**src/rtl/mult_pkg.sv**
```systemverilog
// Shared types and constants for the radix-8 sequential multiplier.
// Holds the FSM state enum, default operand widths and digit width.
package mult_pkg;

  localparam int DEF_A_W = 11;
  localparam int DEF_B_W = 12;
  localparam int DIGIT_W = 3;

  typedef enum logic [1:0] {
    IDLE = 2'd0,
    RUN  = 2'd1,
    DONE = 2'd2
  } state_t;

endpackage

```
**src/rtl/pp_digit_mult.sv**
```systemverilog
// Combinational A_W x 3-bit partial-product generator.
// Shift-add over the three digit bits; covers all eight digit values.
module pp_digit_mult
  import mult_pkg::*;
#(
  parameter int A_W = DEF_A_W
) (
  input  logic [A_W-1:0]         a,
  input  logic [DIGIT_W-1:0]     d,
  output logic [A_W+DIGIT_W-1:0] pp
);

  logic [A_W+DIGIT_W-1:0] t0;
  logic [A_W+DIGIT_W-1:0] t1;
  logic [A_W+DIGIT_W-1:0] t2;

  // Select a, 2a, 4a per digit bit and sum them
  always_comb begin
    t0 = '0;
    t1 = '0;
    t2 = '0;
    if (d[0]) t0 = {3'b000, a};
    if (d[1]) t1 = {2'b00, a, 1'b0};
    if (d[2]) t2 = {1'b0, a, 2'b00};
    pp = t0 + t1 + t2;
  end

endmodule

```
**src/rtl/radix8_seq_mult.sv**
```systemverilog
// Radix-8 sequential unsigned multiplier, one digit per clock.
// Define MULT_EARLY_EXIT_EN to finish once the remaining digits are zero.
module radix8_seq_mult
  import mult_pkg::*;
#(
  parameter int A_W = DEF_A_W,
  parameter int B_W = DEF_B_W
) (
  input  logic             clk,
  input  logic             rst_n,
  input  logic             in_valid,
  output logic             in_ready,
  input  logic [A_W-1:0]   in_a,
  input  logic [B_W-1:0]   in_b,
  output logic             out_valid,
  input  logic             out_ready,
  output logic [A_W+B_W-1:0] out_p
);

  localparam int DIGITS = B_W / DIGIT_W;
  localparam int P_W    = A_W + B_W;
  localparam int PP_W   = A_W + DIGIT_W;
  localparam int CNT_W  =
    (DIGITS > 1) ? $clog2(DIGITS) : 1;

  if (B_W % DIGIT_W != 0) begin : g_bw_chk
    $error("B_W must be a multiple of 3");
  end

  state_t           state;
  logic [A_W-1:0]   a_reg;
  logic [B_W-1:0]   b_sh;
  logic [CNT_W-1:0] cnt;
  logic [P_W-1:0]   acc;
  logic [PP_W-1:0]  pp;
  logic [P_W-1:0]   pp_sh;
  logic             last;

  pp_digit_mult #(
    .A_W (A_W)
  ) u_pp (
    .a  (a_reg),
    .d  (b_sh[DIGIT_W-1:0]),
    .pp (pp)
  );

  // Align the zero-extended partial product to its digit weight
  always_comb begin
    pp_sh = P_W'(pp) << (DIGIT_W * int'(cnt));
`ifdef MULT_EARLY_EXIT_EN
    last = ((b_sh >> DIGIT_W) == '0);
`else
    last = (cnt == CNT_W'(DIGITS - 1));
`endif
  end

  // Control FSM and datapath registers with registered handshakes
  always_ff @(posedge clk or negedge rst_n) begin
    if (!rst_n) begin
      state     <= IDLE;
      acc       <= '0;
      cnt       <= '0;
      a_reg     <= '0;
      b_sh      <= '0;
      in_ready  <= 1'b1;
      out_valid <= 1'b0;
    end else begin
      unique case (state)
        IDLE: begin
          if (in_valid) begin
            a_reg    <= in_a;
            b_sh     <= in_b;
            acc      <= '0;
            cnt      <= '0;
            in_ready <= 1'b0;
            state    <= RUN;
          end
        end
        RUN: begin
          acc  <= acc + pp_sh;
          b_sh <= b_sh >> DIGIT_W;
          cnt  <= cnt + 1'b1;
          if (last) begin
            out_valid <= 1'b1;
            state     <= DONE;
          end
        end
        DONE: begin
          if (out_ready) begin
            out_valid <= 1'b0;
            in_ready  <= 1'b1;
            state     <= IDLE;
          end
        end
        default: begin
          out_valid <= 1'b0;
          in_ready  <= 1'b1;
          state     <= IDLE;
        end
      endcase
    end
  end

  assign out_p = acc;

endmodule
```
**config.mk**
```make
export PLATFORM = sky130hd
export DESIGN_NAME = radix8_seq_mult
export DESIGN_NICKNAME = d
export VERILOG_FILES = /design/src/rtl/mult_pkg.sv /design/src/rtl/pp_digit_mult.sv /design/src/rtl/radix8_seq_mult.sv
export SDC_FILE = /design/constraint.sdc
export NUM_CORES = 1
export LEC_CHECK = 0
export BUFFER_PORTS_ARGS = -buffer_cell sky130_fd_sc_hd__buf_2
export CAP_MARGIN = 40
export CORE_AREA = 2 2 101 103
export DETAILED_ROUTE_END_ITERATION = 7
export DIE_AREA = 0 0 103 105
export PLACE_DENSITY = 0.69
export SLEW_MARGIN = 20
export SYNTH_ARGS = -nofsm -noshare
export SYNTH_HDL_FRONTEND = slang
export SYNTH_HIERARCHICAL = 1
export SYNTH_SLANG_ARGS = --single-unit
```
**constraint.sdc**
```tcl
create_clock -name clk -period 12.85 [get_ports clk]
set_input_delay 1.285 -clock clk [delete_from_list [all_inputs] [get_ports clk]]
set_output_delay 1.285 -clock clk [all_outputs]
set_load 0.01 [all_outputs]
```
==> flow_metrics.tcl, run 1 <==
set metrics [dict create \
    postCtsHoldBufs 0 \
    firstDrtPassIters 5 \
    setup_tns_ns 0 \
    relSlewSlack_pct 46.13 \
    outcome "complete, no violations" \
    drt-total-wl_um 11390 \
    drv_cap 0 \
    cts_tree "built" \
    cts.htree.levels 2 \
    period_share_pct 44.87 \
    ys_ff_latch 52 \
    grt_pass1_wl_um 19780 \
    crit_required_ns 13.12 \
    hold_viol_final 0 \
    dp_hpwl_um 8723 \
    syn_area_per_cell_um2 8.190 \
    die_w_um 103 \
    crit_fanout 12 \
    rows 36 \
    cts.repair.resized 0 \
    clkTransAtPathRegs_ns 0.12 \
    synthAdderAreaFrac_pct 14.57 \
    clk_latency_ns 0.33 \
    path_common_cell "nor2_1" \
    cts-root-buf "clkbuf_8" \
    slowest_delay_ns 0.57 \
    rsz0062_at_grt "false" \
    wl_per_cell_um 15.13 \
    ys_types 57 \
    synth-xor-area-share_pct 4.953 \
    fin_skew_ns 0.01264 \
    synth_top_family_by_area "compound AO/OA/AOI/OAI gates" \
    max_freq_mhz 173.4 \
    final_nets 695 \
    ys_seq_area_share_pct 27.28 \
    synth_top_flop_cell "dfrtp_1" \
    worst_hold_path.num_cells 2 \
    post_cts_buffers 0 \
    pin_count 52 \
    synthSimpleGateAreaFrac_pct 19.03 \
    synth_warnings 6 \
    synthMuxAreaShare_pct 8.936 \
    first_global_vias 4185 \
    die_y_um 105 \
    slew_violations 0 \
    finalSetupViolations 0 \
    drive_above_1_share_pct 15.16 \
    synthArstFlopShare_pct 100.0 \
    antenna_found_initial 0 \
    clk_path_buf_depth 2 \
    critPathSlowestCell "dfrtp_1" \
    die_area_um2 10820 \
    diodes 0 \
    path_buf_inv 2 \
    largest_reg_flops 23 \
    io_buffers 51 \
    path_cells "nand2_1 > fa_1 > inv_1 > ha_1 > fa_1 > a21o_1 > a221oi_2 > nor3_1 > or3b_1 > mux2_2 > nor2_1 > a21oi_1 > mux2_2 > nor2_1 > a21oi_1 > ha_1 > inv_1 > nor2_1 > a32o_1 > a211oi_2 > nor3_1 > or3_1 > nand3_1" \
    reg2reg_depth 23 \
    hold_class "reg -> reg" \
    crit_path_start_kind "register" \
    syn2layout_area_growth_pct 9.670 \
    drc_errors 0 \
    grt_max_degree 53 \
    synth-edff-count 0 \
    syn_nets 659 \
    synth_compound_area_share_pct 21.02 \
    worstMarginPinSlew_ns 0.8080 \
    critPathKind "reg -> reg" \
    period_needed_ns 5.766 \
    grtUsageTotal_pct 22.28 \
    drtAntennaViolNets 0 \
    grt_overflow 0 \
    cts_buffers 5 \
    start_util_pct 49.53 \
    place_congestion 0.9437 \
    netlist_instances 583 \
    cp.depth 23 \
    vias 4281 \
    crit_family "adder cells" \
    vias_per_cell 5.685 \
    crit_arrival_ns 6.04 \
    coreArea_um2 9639 \
    syn_area_um2 4775 \
    cts.sinks 52 \
    end_kind "register" \
    drt-initial-drc-count 245 \
]
cell usage in the layout, fill, tap and decap left out, types with 5 or more instances in the layout:
cell type  instances
nand3_1            9
nand2_1          108
mux2_2            19
and2_1             9
nor2_1            29
mux2i_1           19
a31oi_1            5
fa_1              11
clkbuf_8           5
buf_2             51
xnor2_1           17
o21ai_0           46
ha_1              38
nor2b_1            8
nor3_1            15
a211oi_1           5
inv_1             25
dfrtp_1           51
xor2_1            10
a21oi_1           41
o21a_1             5
a21o_1            14
nand2b_1           7
o22ai_1           17
cells in the mapped netlist, drive strengths merged, types with 5 or more instances:
cell type | count | share of area [%]
a211oi | 6 | 1.0
a21o | 14 | 2.2
a21oi | 41 | 4.3
a31oi | 5 | 0.66
and2 | 10 | 1.3
buf | 7 | 0.68
clkbuf | 20 | 1.6
dfrtp | 51 | 27
fa | 11 | 4.6
ha | 38 | 10
inv | 25 | 2.0
mux2 | 19 | 4.5
mux2i | 19 | 4.0
nand2 | 108 | 8.5
nand2b | 7 | 0.92
nand3 | 9 | 0.94
nor2 | 30 | 2.4
nor2b | 8 | 1.0
nor3 | 15 | 1.6
o21a | 5 | 0.79
o21ai | 47 | 4.9
o22ai | 17 | 2.2
xnor2 | 17 | 3.1
xor2 | 10 | 1.8
tightest hold or removal path: cells and delay by family (launching register included):
family	cells	cell delay, ns
DFF	1	0.36
AOI/OAI and AO/OA	1	0.06
and+or+nand+nor	1	0.05
layer usage:
| metal | track usage (%) | wire length, µm | vias up |
|---|---|---|---|
| li1 | - | - | 2131 |
| met1 | 33.52 | 5500 | 2011 |
| met2 | 33.02 | 5056 | 123 |
| met3 | 3.813 | 664 | 16 |
| met4 | 5.639 | 170 | 0 |
| met5 | 0 | 0 | - |
area by class of cell:
cell class                      instances  area [µm²]
Sequential cell                        52        1303
Inverter                               25       93.84
Timing Repair Buffer                   56       300.3
Fill cell                             937        4403
Clock buffer                            5       68.82
Tap cell                              133       166.4
Clock inverter                          3       26.28
Multi-Input combinational cell        479        3278
metrics by stage:
step / setup slack, ns / hold slack (ns) / util [%] / area [µm²] / cells
CTS: 7.131 / 0.5034 / 54.17 / 5221 / 752
finish: 7.084 / 0.4960 / 54.32 / 5236 / 753
floorplan: 7.646 / 0.4492 / - / 4775 / 583
global route: 6.640 / 0.5336 / 54.32 / 5236 / 753
global placement: 7.393 / 0.4662 / 53.18 / 5126 / 744
detailed placement: 7.188 / 0.4766 / 53.18 / 5126 / 744
kinds of logic after synthesis:
family,Yosys count
AOI/OAI and AO/OA,161
xor gates and xnor gates,27
adders and majority gates,49
buffers and inverters,52
DFF,52
muxes,39
and+or+nand+nor,203
final timing paths:
check	to	slack (ns)	startpoint
min in group asynchronous	b_sh[5]$_DFFE_PN0P_	1.06	rst_n
setup / recovery	out_p[21]$_DFFE_PN0P_	7.08	b_sh[0]$_DFFE_PN0P_
setup reg to reg	out_p[21]$_DFFE_PN0P_	7.08	b_sh[0]$_DFFE_PN0P_
hold reg to reg	b_sh[5]$_DFFE_PN0P_	0.50	b_sh[8]$_DFFE_PN0P_
max in group asynchronous	out_p[11]$_DFFE_PN0P_	11.33	rst_n
hold / removal	b_sh[5]$_DFFE_PN0P_	0.50	b_sh[8]$_DFFE_PN0P_
Power of run 1 is left out: the tool's default activity adds up to more than one toggle a clock period on the data nets, which glitch-free logic cannot reach.
==> run 2, diff against run 1 <==
==> constraint.sdc (replaced) <==
create_clock -name clk -period 5.6 [get_ports clk]
set_input_delay 0.56 -clock clk [delete_from_list [all_inputs] [get_ports clk]]
set_output_delay 0.56 -clock clk [all_outputs]
set_load 0.01 [all_outputs]
==> run 2 against run 1 <==
Effect of this change:
- wire length grew 1.1%
- clock-buffer cell count is the same
- die area is the same
- critical path depth shrank 1
- fmax grew 8.9%
- worst setup slack lost 6.8 ns
- critical path type unchanged
==> flow_metrics.tcl, run 2 (same netlist as run 1, synthesis figures left out) <==
set metrics [dict create \
    hold_slack_ns 0.3379 \
    setup_tns_ns 0 \
    grt_overflow 0 \
    path_buf_inv 2 \
    crit_path_start_kind "register" \
    clkTransAtPathRegs_ns 0.11 \
    start_util_pct 49.53 \
    diodes 0 \
    period_needed_ns 5.295 \
    cts_tree "built" \
    clk_latency_ns 0.33 \
    path_cells "buf_6 > nand2_1 > fa_1 > inv_1 > fa_2 > a21o_1 > a221oi_4 > nor3_1 > or3b_1 > mux2_2 > nor2_1 > a21oi_1 > mux2_2 > nor2_1 > a21oi_1 > ha_2 > nand2_1 > nor4_2 > a211oi_4 > nor3_1 > or3_1 > nand3_1" \
    wl_per_cell_um 15.18 \
    drv_cap 0 \
    crit_arrival_ns 5.52 \
    end_kind "register" \
    syn2layout_area_growth_pct 11.77 \
    rows 36 \
    finalSetupViolations 0 \
    drt-initial-drc-count 151 \
    cts.htree.levels 2 \
    drt-total-wl_um 11520 \
    fin_skew_ns 0.01253 \
    grt_max_degree 53 \
    drtAntennaViolNets 0 \
    die_y_um 105 \
    firstDrtPassIters 5 \
    drive_above_1_share_pct 17.41 \
    finalInstanceArea_um2 5336 \
    layout_commonest_cell "nand2_1" \
    slew_violations 0 \
    coreArea_um2 9639 \
    drc_errors 0 \
    die_area_um2 10820 \
    hold_class "in -> async" \
    final_nets 701 \
    slowest_delay_ns 0.53 \
    period_share_pct 94.56 \
    grt_pass1_wl_um 20020 \
    vias_per_cell 5.590 \
    cts.sinks 52 \
    largest_reg_flops 23 \
    grtUsageTotal_pct 22.62 \
    io_buffers 51 \
    clk_path_buf_depth 2 \
    crit_family "simple AND/OR/NAND/NOR gates" \
    crit_required_ns 5.83 \
    final_cell_mix "106 x nand2_1, 51 x dfrtp_1, 51 x buf_2, 42 x o21ai_0, 39 x a21oi_1" \
    first_global_vias 4224 \
    worstMarginPinSlew_ns 0.8418 \
    die_w_um 103 \
    pin_count 52 \
    relSlewSlack_pct 43.88 \
    max_freq_mhz 188.9 \
    dp_hpwl_um 8717 \
    crit_fanout 8 \
    placed_area_um2 5156 \
    cts_buffers 5 \
    outcome "complete, no violations" \
    critPathSlowestCell "fa_1" \
    cts-root-buf "clkbuf_8" \
    nFillCells 962 \
    vias 4243 \
    place_congestion 0.9193 \
    hold_viol_final 0 \
    antenna_found_initial 0 \
    critPathKind "reg -> reg" \
]
==> run 2: layout make-up <==
class | instances | area, µm² | share of cell area [%]
Inverter | 25 | 93.84 | 1.758
Multi-Input combinational cell | 479 | 3327 | 62.34
Tap cell | 133 | 166.4 | 3.118
Clock inverter | 3 | 28.78 | 0.5393
Timing Repair Buffer | 62 | 349.1 | 6.542
Sequential cell | 52 | 1303 | 24.41
Clock buffer | 5 | 68.82 | 1.290
==> run 2: final timing paths <==
kind / startpoint / endpoint / slack, ns / depth (start not counted)
setup / recovery: b_sh[0]$_DFFE_PN0P_ / out_p[21]$_DFFE_PN0P_ / 0.30 / 22
min in group clk: in_b[11] / b_sh[11]$_DFFE_PN0P_ / 0.43 / 3
setup reg to reg: b_sh[0]$_DFFE_PN0P_ / out_p[21]$_DFFE_PN0P_ / 0.30 / 22
max in group asynchronous: rst_n / out_p[11]$_DFFE_PN0P_ / 4.78 / 2
hold reg to reg: b_sh[9]$_DFFE_PN0P_ / b_sh[6]$_DFFE_PN0P_ / 0.50 / 2
hold / removal: rst_n / b_sh[4]$_DFFE_PN0P_ / 0.34 / 2
==> run 2: repair_timing <==
item	4_1_cts	5_1_grt
endpoints found under the hold margin	0	0
setup endpoints to repair	0	7
hold buffers	0	0
gates resized for setup	0	17
setup buffers	0	2
==> run 2: through the flow <==
| stage | utilization, % | instances | worst slack, ns |
|---|---|---|---|
| floorplan | - | 583 | 0.3959 |
| global route | 55.36 | 759 | -0.01350 |
| detailed placement | 53.49 | 748 | 0.1915 |
| finish | 55.36 | 759 | 0.3049 |
| CTS | 54.50 | 756 | 0.1421 |
| global placement | 53.49 | 748 | 0.3462 |
==> run 2: layer usage <==
| layer | vias to the layer above | wire (µm) | global-route usage (%) |
|---|---|---|---|
| met5 | - | 0 | 0 |
| met2 | 93 | 5201 | 33.91 |
| met4 | 0 | 150 | 5.921 |
| met1 | 1990 | 5642 | 33.82 |
| li1 | 2148 | - | - |
| met3 | 12 | 524 | 3.411 |
==> run 2: worst register-to-register path, stage by stage, from the launching register on <==
cell and delay (ns):
dfrtp_1 0.44, buf_6 0.16, nand2_1 0.08, fa_1 0.53
inv_1 0.07, fa_2 0.41, a21o_1 0.24, a221oi_4 0.32
nor3_1 0.10, or3b_1 0.38, mux2_2 0.29, nor2_1 0.09
a21oi_1 0.06, mux2_2 0.30, nor2_1 0.09, a21oi_1 0.07
ha_2 0.44, nand2_1 0.16, nor4_2 0.33, a211oi_4 0.14
nor3_1 0.27, or3_1 0.16, nand3_1 0.07
Power of run 2 is left out for the same reason.
